File: src/rtl/control_sequencer.sv
// ============================================================================
// Module   : control_sequencer
// Brief    : Microcode sequencer for the 8-bit shared-bus CPU. It steps a
//            registered T-state counter and decodes the IR opcode into
//            per-function control lines.
//            Optional macro SEQ_EARLY_END_EN: when defined, each instruction
//            returns to T0 right after its last active step.
// Revision : 1.0 - initial release
// ============================================================================
`default_nettype none

module control_sequencer #(
    parameter int STEP_WIDTH = 3,
    parameter int LAST_STEP  = 4
) (
    input  logic                  i_CLOCK,
    input  logic                  i_RESET,
    input  logic                  i_ENABLE,
    input  logic [3:0]            i_OPCODE,
    input  logic                  i_CARRY,
    input  logic                  i_ZERO,
    output logic                  o_PC_OUT,
    output logic                  o_PC_COUNT,
    output logic                  o_PC_JUMP,
    output logic                  o_MAR_IN,
    output logic                  o_RAM_OUT,
    output logic                  o_RAM_IN,
    output logic                  o_IR_IN,
    output logic                  o_IR_OUT,
    output logic                  o_A_IN,
    output logic                  o_A_OUT,
    output logic                  o_B_IN,
    output logic                  o_ALU_OUT,
    output logic                  o_ALU_SUB,
    output logic                  o_FLAGS_IN,
    output logic                  o_OUT_IN,
    output logic                  o_HALT,
    output logic [STEP_WIDTH-1:0] o_STEP
);

    localparam logic [3:0] c_OP_NOP = 4'h0;
    localparam logic [3:0] c_OP_LDA = 4'h1;
    localparam logic [3:0] c_OP_ADD = 4'h2;
    localparam logic [3:0] c_OP_SUB = 4'h3;
    localparam logic [3:0] c_OP_STA = 4'h4;
    localparam logic [3:0] c_OP_LDI = 4'h5;
    localparam logic [3:0] c_OP_JMP = 4'h6;
    localparam logic [3:0] c_OP_JC  = 4'h7;
    localparam logic [3:0] c_OP_JZ  = 4'h8;
    localparam logic [3:0] c_OP_OUT = 4'hE;
    localparam logic [3:0] c_OP_HLT = 4'hF;

    localparam logic [STEP_WIDTH-1:0] c_T0   = STEP_WIDTH'(0);
    localparam logic [STEP_WIDTH-1:0] c_T1   = STEP_WIDTH'(1);
    localparam logic [STEP_WIDTH-1:0] c_T2   = STEP_WIDTH'(2);
    localparam logic [STEP_WIDTH-1:0] c_T3   = STEP_WIDTH'(3);
    localparam logic [STEP_WIDTH-1:0] c_T4   = STEP_WIDTH'(4);
    localparam logic [STEP_WIDTH-1:0] c_LAST = STEP_WIDTH'(LAST_STEP);

    logic [STEP_WIDTH-1:0] step_q, step_d;
    logic                  halted_q, halted_d;
    logic                  w_wrap;

`ifdef SEQ_EARLY_END_EN
    logic [STEP_WIDTH-1:0] w_end_step;

    always_comb begin
        w_end_step = c_T1;
        case (i_OPCODE)
            c_OP_LDI, c_OP_JMP, c_OP_JC, c_OP_JZ, c_OP_OUT: w_end_step = c_T2;
            c_OP_LDA, c_OP_STA:                             w_end_step = c_T3;
            c_OP_ADD, c_OP_SUB:                             w_end_step = c_T4;
            c_OP_HLT:                                       w_end_step = c_T2;
            default:                                        w_end_step = c_T1;
        endcase
    end

    // The opcode end step is only meaningful from T1 on; T0 always advances.
    assign w_wrap = (step_q >= c_LAST) || ((step_q != c_T0) && (step_q == w_end_step));
`else
    assign w_wrap = (step_q >= c_LAST);
`endif

    always_comb begin
        step_d   = step_q;
        halted_d = halted_q;
        if (i_ENABLE && !halted_q) begin
            if ((step_q == c_T2) && (i_OPCODE == c_OP_HLT)) begin
                halted_d = 1'b1;
            end else if (w_wrap) begin
                step_d = c_T0;
            end else begin
                step_d = step_q + c_T1;
            end
        end
    end

    always_ff @(posedge i_CLOCK) begin
        if (i_RESET) begin
            step_q   <= c_T0;
            halted_q <= 1'b0;
        end else begin
            step_q   <= step_d;
            halted_q <= halted_d;
        end
    end

    always_comb begin
        o_PC_OUT   = 1'b0;
        o_PC_COUNT = 1'b0;
        o_PC_JUMP  = 1'b0;
        o_MAR_IN   = 1'b0;
        o_RAM_OUT  = 1'b0;
        o_RAM_IN   = 1'b0;
        o_IR_IN    = 1'b0;
        o_IR_OUT   = 1'b0;
        o_A_IN     = 1'b0;
        o_A_OUT    = 1'b0;
        o_B_IN     = 1'b0;
        o_ALU_OUT  = 1'b0;
        o_ALU_SUB  = 1'b0;
        o_FLAGS_IN = 1'b0;
        o_OUT_IN   = 1'b0;
        if (!i_RESET && i_ENABLE && !halted_q) begin
            case (step_q)
                c_T0: begin
                    o_PC_OUT = 1'b1;
                    o_MAR_IN = 1'b1;
                end
                c_T1: begin
                    o_RAM_OUT  = 1'b1;
                    o_IR_IN    = 1'b1;
                    o_PC_COUNT = 1'b1;
                end
                c_T2: begin
                    case (i_OPCODE)
                        c_OP_LDA, c_OP_ADD, c_OP_SUB, c_OP_STA: begin
                            o_IR_OUT = 1'b1;
                            o_MAR_IN = 1'b1;
                        end
                        c_OP_LDI: begin
                            o_IR_OUT = 1'b1;
                            o_A_IN   = 1'b1;
                        end
                        c_OP_JMP: begin
                            o_IR_OUT  = 1'b1;
                            o_PC_JUMP = 1'b1;
                        end
                        c_OP_JC: begin
                            o_IR_OUT  = 1'b1;
                            o_PC_JUMP = i_CARRY;
                        end
                        c_OP_JZ: begin
                            o_IR_OUT  = 1'b1;
                            o_PC_JUMP = i_ZERO;
                        end
                        c_OP_OUT: begin
                            o_A_OUT  = 1'b1;
                            o_OUT_IN = 1'b1;
                        end
                        default: ;
                    endcase
                end
                c_T3: begin
                    case (i_OPCODE)
                        c_OP_LDA: begin
                            o_RAM_OUT = 1'b1;
                            o_A_IN    = 1'b1;
                        end
                        c_OP_ADD, c_OP_SUB: begin
                            o_RAM_OUT = 1'b1;
                            o_B_IN    = 1'b1;
                        end
                        c_OP_STA: begin
                            o_A_OUT  = 1'b1;
                            o_RAM_IN = 1'b1;
                        end
                        default: ;
                    endcase
                end
                c_T4: begin
                    if ((i_OPCODE == c_OP_ADD) || (i_OPCODE == c_OP_SUB)) begin
                        o_ALU_OUT  = 1'b1;
                        o_A_IN     = 1'b1;
                        o_FLAGS_IN = 1'b1;
                        o_ALU_SUB  = (i_OPCODE == c_OP_SUB);
                    end
                end
                default: ;
            endcase
        end
    end

    assign o_HALT = halted_q && !i_RESET;
    assign o_STEP = step_q;

    // NOP is named for decode readability only; it shares the default arm.
    logic w_unused;
    assign w_unused = (c_OP_NOP == 4'h0);

endmodule

`default_nettype wire

File: config.mk
export PLATFORM = sky130hd
export DESIGN_NAME = control_sequencer
export DESIGN_NICKNAME = d
export VERILOG_FILES = /design/src/rtl/control_sequencer.sv
export SDC_FILE = /design/constraint.sdc
export NUM_CORES = 1
export LEC_CHECK = 0
export BUFFER_PORTS_ARGS = -buffer_cell sky130_fd_sc_hd__buf_2
export CAP_MARGIN = 10
export CORE_MARGIN = 5
export CORE_UTILIZATION = 45
export CTS_CLUSTER_SIZE = 24
export DETAILED_ROUTE_END_ITERATION = 12
export PLACE_DENSITY = 0.76
export SYNTH_ARGS = -nofsm -noshare
export SYNTH_HDL_FRONTEND = slang
export SYNTH_SLANG_ARGS = --single-unit
File: constraint.sdc
create_clock -name i_CLOCK -period 1.96 [get_ports i_CLOCK]
set_input_delay 0.196 -clock i_CLOCK [delete_from_list [all_inputs] [get_ports i_CLOCK]]
set_output_delay 0.196 -clock i_CLOCK [all_outputs]
set_load 0.01 [all_outputs]
==> results list <==
* Violations in the final reports: setup timing
- Once the floorplan was initialized, standard cells occupied 47.2% of the core.
* Chip Width: between 40 and 50 um
- Gate power share: between 40 and 50%
* Final number of max-transition violations: 0
- Clock-pin slew was measured on the worst setup and hold paths at 40 ps.
- Count of nets after finishing: 126
- Detailed placement finished with a half-perimeter wire length of ~1200 um.
- For this run, the slowest stage of the critical path takes ~370 ps.
- The core region is approximately 1300 um2.
- After detailed routing, the number of vias per cell comes to ~5.5.
- Tracing the worst setup path back leads to its startpoint at o_STEP[1].
- Number of nets still failing antenna checks after routing: 0
* Portion of the post-synthesis area used by sequential elements: 13.2%
- Of all flip-flops after synthesis, the portion carrying an async set or reset was 0%.
* Number of antenna violations at the first check in global routing: 0
- Yosys instantiated no cell more often than sky130_fd_sc_hd__nor3_1.
- Summed over all layers, the routed wires come to ~1800 um.
- Pre-CTS WS: about 110 ps
* Clock latency at the later pin of the worst-skew pair: between 200 and 250 ps
- Static timing analysis puts the maximum clock frequency at 0.497 GHz.
- For this run, the leading register cell type out of synthesis is sky130_fd_sc_hd__dfxtp_1.
- Required time of the critical path: roughly 1800 ps
- Minimum period implied by the final worst setup slack: 2010 ps
- Along the worst path, the maximum fanout reaches 3.
* CTS tree: done
* Synthesized netlist net count: 90
* Pin count of the biggest net entering global routing: 11
* Number of top-level pins: 28
- The number of antenna diodes in the final layout is 0.
* Number of enable-type register cells in the synthesized netlist: 0
- Clock Root Buffer: sky130_fd_sc_hd__clkbuf_4
* Number of global-route vias before repair: between 600 and 700
* Worst clock skew: 0.441 ps
- The tool flagged a number of max-cap violations equal to 0.
- Endpoint class of the critical path: primary output
- For the pin with the worst max-slew slack, the measured transition is about 380 ps.
- Cell internal power was estimated by the tool at approximately 0.23 mW.
- Avg Synthesized Cell Area: approximately 8 um2
* Fin crit share: 103%
- In the global route stage, overall resource usage came out at between 10% and 20%.
- Including well taps, the total number of placed cells is approximately 110.
- Final core utilization: a little under three quarters
- Wire length of the first global-routing pass: ~2800 um
- The flow ran to the end, but the final reports show violations.
* Count of vias placed by the detailed router: just under 700
- Critical path startpoint category: register
- Fill cells in the final layout number around 100.
- Row generation in the floorplan step produced 13 rows.
- In this run, distinct cell masters in the synthesized netlist total 38.
- After synthesis, the cell types taking the most area are sky130_fd_sc_hd__dfxtp_1 13%, sky130_fd_sc_hd__ha_1 10%, sky130_fd_sc_hd__nor3_1 7.4%, sky130_fd_sc_hd__buf_6 3.7%, sky130_fd_sc_hd__inv_1 3.7%.
- TritonCTS created 3 clock buffers.
- Synthesis warning total: 0
- The cell count after synthesis came out at between 70 and 80.
- Of the total power, registers draw between 20% and 30%.
- Port Buffer Count: 27
- Of the total power, the clock network draws approximately 29%.
* LEAKAGE: about 0.46 nW
* Hold Violations, Final: 0
* Proportion of layout cells with a drive suffix above 1: about 56%
- The die covers around 2200 um2.
- By instance count, the cell type seen most on the critical path is sky130_fd_sc_hd__ha_4.
- Sorting the synthesized cells by how often they occur yields 9 x sky130_fd_sc_hd__nor3_1, 6 x sky130_fd_sc_hd__inv_1, 6 x sky130_fd_sc_hd__nor2_1.
- Dividing total power by cell area gives a power density of between 300 and 400 nW/um2.
- From synthesis to final layout, the design area changed by 52.2%.
- Net switching is 33.9% of the power.
* H-tree levels: 1
* Finish-stage setup viols: 1
- In this run the most critical hold path is launched from i_RESET.
- After detailed routing, the average wire length per cell comes to ~15 um.
- Drt pass-1 iters: 7
* Initial drt markers: 15
- Cells traversed along the worst timing path: buf_6 -> ha_4 -> ha_4 -> nor2b_4 -> o211ai_1 -> a2111oi_4 -> buf_2
- The setup path with the least slack is of type reg -> out.
- After detailed routing, the number of remaining DRC violations is 0.
- Peak supply drop: ~0.25 mV
* PnR worst setup slack: -50.7 ps
- After the flow finishes, the layout carries non-filler instances totaling between 100 and 150.
- Counting every sink on the clock net gives 4.
- The die is approximately 47 um tall.
* Global route total overflow: 0
- Number of flip-flops and latches in the synthesized netlist: 4
* Net switching power figure: ~0.12 mW
* Crit path max-delay cell type: sky130_fd_sc_hd__a2111oi_4
- Largest area contributor in the synthesized netlist: sky130_fd_sc_hd__dfxtp_1
- Clock Tree Buf Depth: 2
- Data on the critical path arrives at its endpoint at about 1800 ps.
- Setup repair after global routing missed its margin: yes
- Synth top area share: 13.2%
- Power comes to approximately 0.34 mW.
* Mapped cell area: 607 um2
- The min-delay analysis places its worst path in the category in -> reg.
* Worst rel slew slack: approximately three quarters
* Register-to-register path setup slack: 480 ps
* Final weighted congestion in routability-driven placement: 0.838
- FF-to-FF Start: o_STEP[0]
==> sequential cells by signal, indices dropped and copies added (netlist names) <==
register and flops:
o_STEP 3, halted_q 1
==> layer usage <==
layer | track usage, % | part of all wire (%)
met1 | 19.5 | 40
met2 | 33.5 | 52
met3 | 2.73 | 6.0
met4 | 8.29 | 1.8
met5 | 0 | 0
==> final timing paths <==
kind,end,cells past startpoint
hold reg to reg,halted_q,2
setup / recovery,o_A_IN,7
setup reg to reg,o_STEP[0],7
hold / removal,o_STEP[1],2
==> through the flow <==
step	instance area [um2]	TNS, ps	hold slack (ps)
after floorplan	607	0	403
final	923	-50.7	271
after global placement	712	0	499
after detailed placement	712	0	509
after global routing	923	-102	288
after CTS	852	0	251
==> cell families after synthesis <==
logic type | count (synthesis) | share of synthesized area (%)
simple gates | 38 | 42.7
fa+ha+maj | 5 | 10.3
compound gates | 13 | 17.7
buf+inv | 14 | 13.0
flops | 4 | 13.2
mux | 1 | 1.65
xor+xnor | 1 | 1.44
==> final cells by class <==
cell class / count / area [um2] / area share [%]
multi-input combinational: 58 / 533 / 57.7
sequential: 4 / 88.8 / 9.62
clock buffer: 3 / 22.5 / 2.44
tap: 15 / 18.8 / 2.03
timing repair buffer: 39 / 233 / 25.2
inverter: 6 / 27.5 / 2.98
==> power by group through the flow <==
stage                     Clock, mW  Sequential [mW]  Combinational (mW)
after floorplan                   0           0.0936              0.0690
after detailed placement          0           0.0933              0.0943
final                         0.101           0.0927               0.149
after global placement            0           0.0927              0.0932
after CTS                     0.107           0.0918               0.129
after global routing          0.113           0.0937               0.161
==> worst max-delay path, delay by kind of cell, from the launching register on <==
family                   cells  cell delay, ps
flip-flops                   1             360
adder cells (fa/ha/maj)      2             290
AO/OA/AOI/OAI                2             520
buffers and inverters        2             290
AND/OR/NAND/NOR              1             120
==> timing repair <==
action | in CTS | in global routing
resized for setup | 17 | 8
setup endpoints to repair | 2 | 7
buffers inserted | 7 | 4
pin swaps | 3 | 4
hold buffers | 0 | 0
==> placed cells by master (no fill, tap or decap), drive strengths merged, types with 3 or more instances in the layout <==
master,n
and2,3
buf,39
clkbuf,3
dfxtp,4
ha,5
inv,6
nand2,3
nor2,6
nor3,9
(Power assumes the default switching activity.)
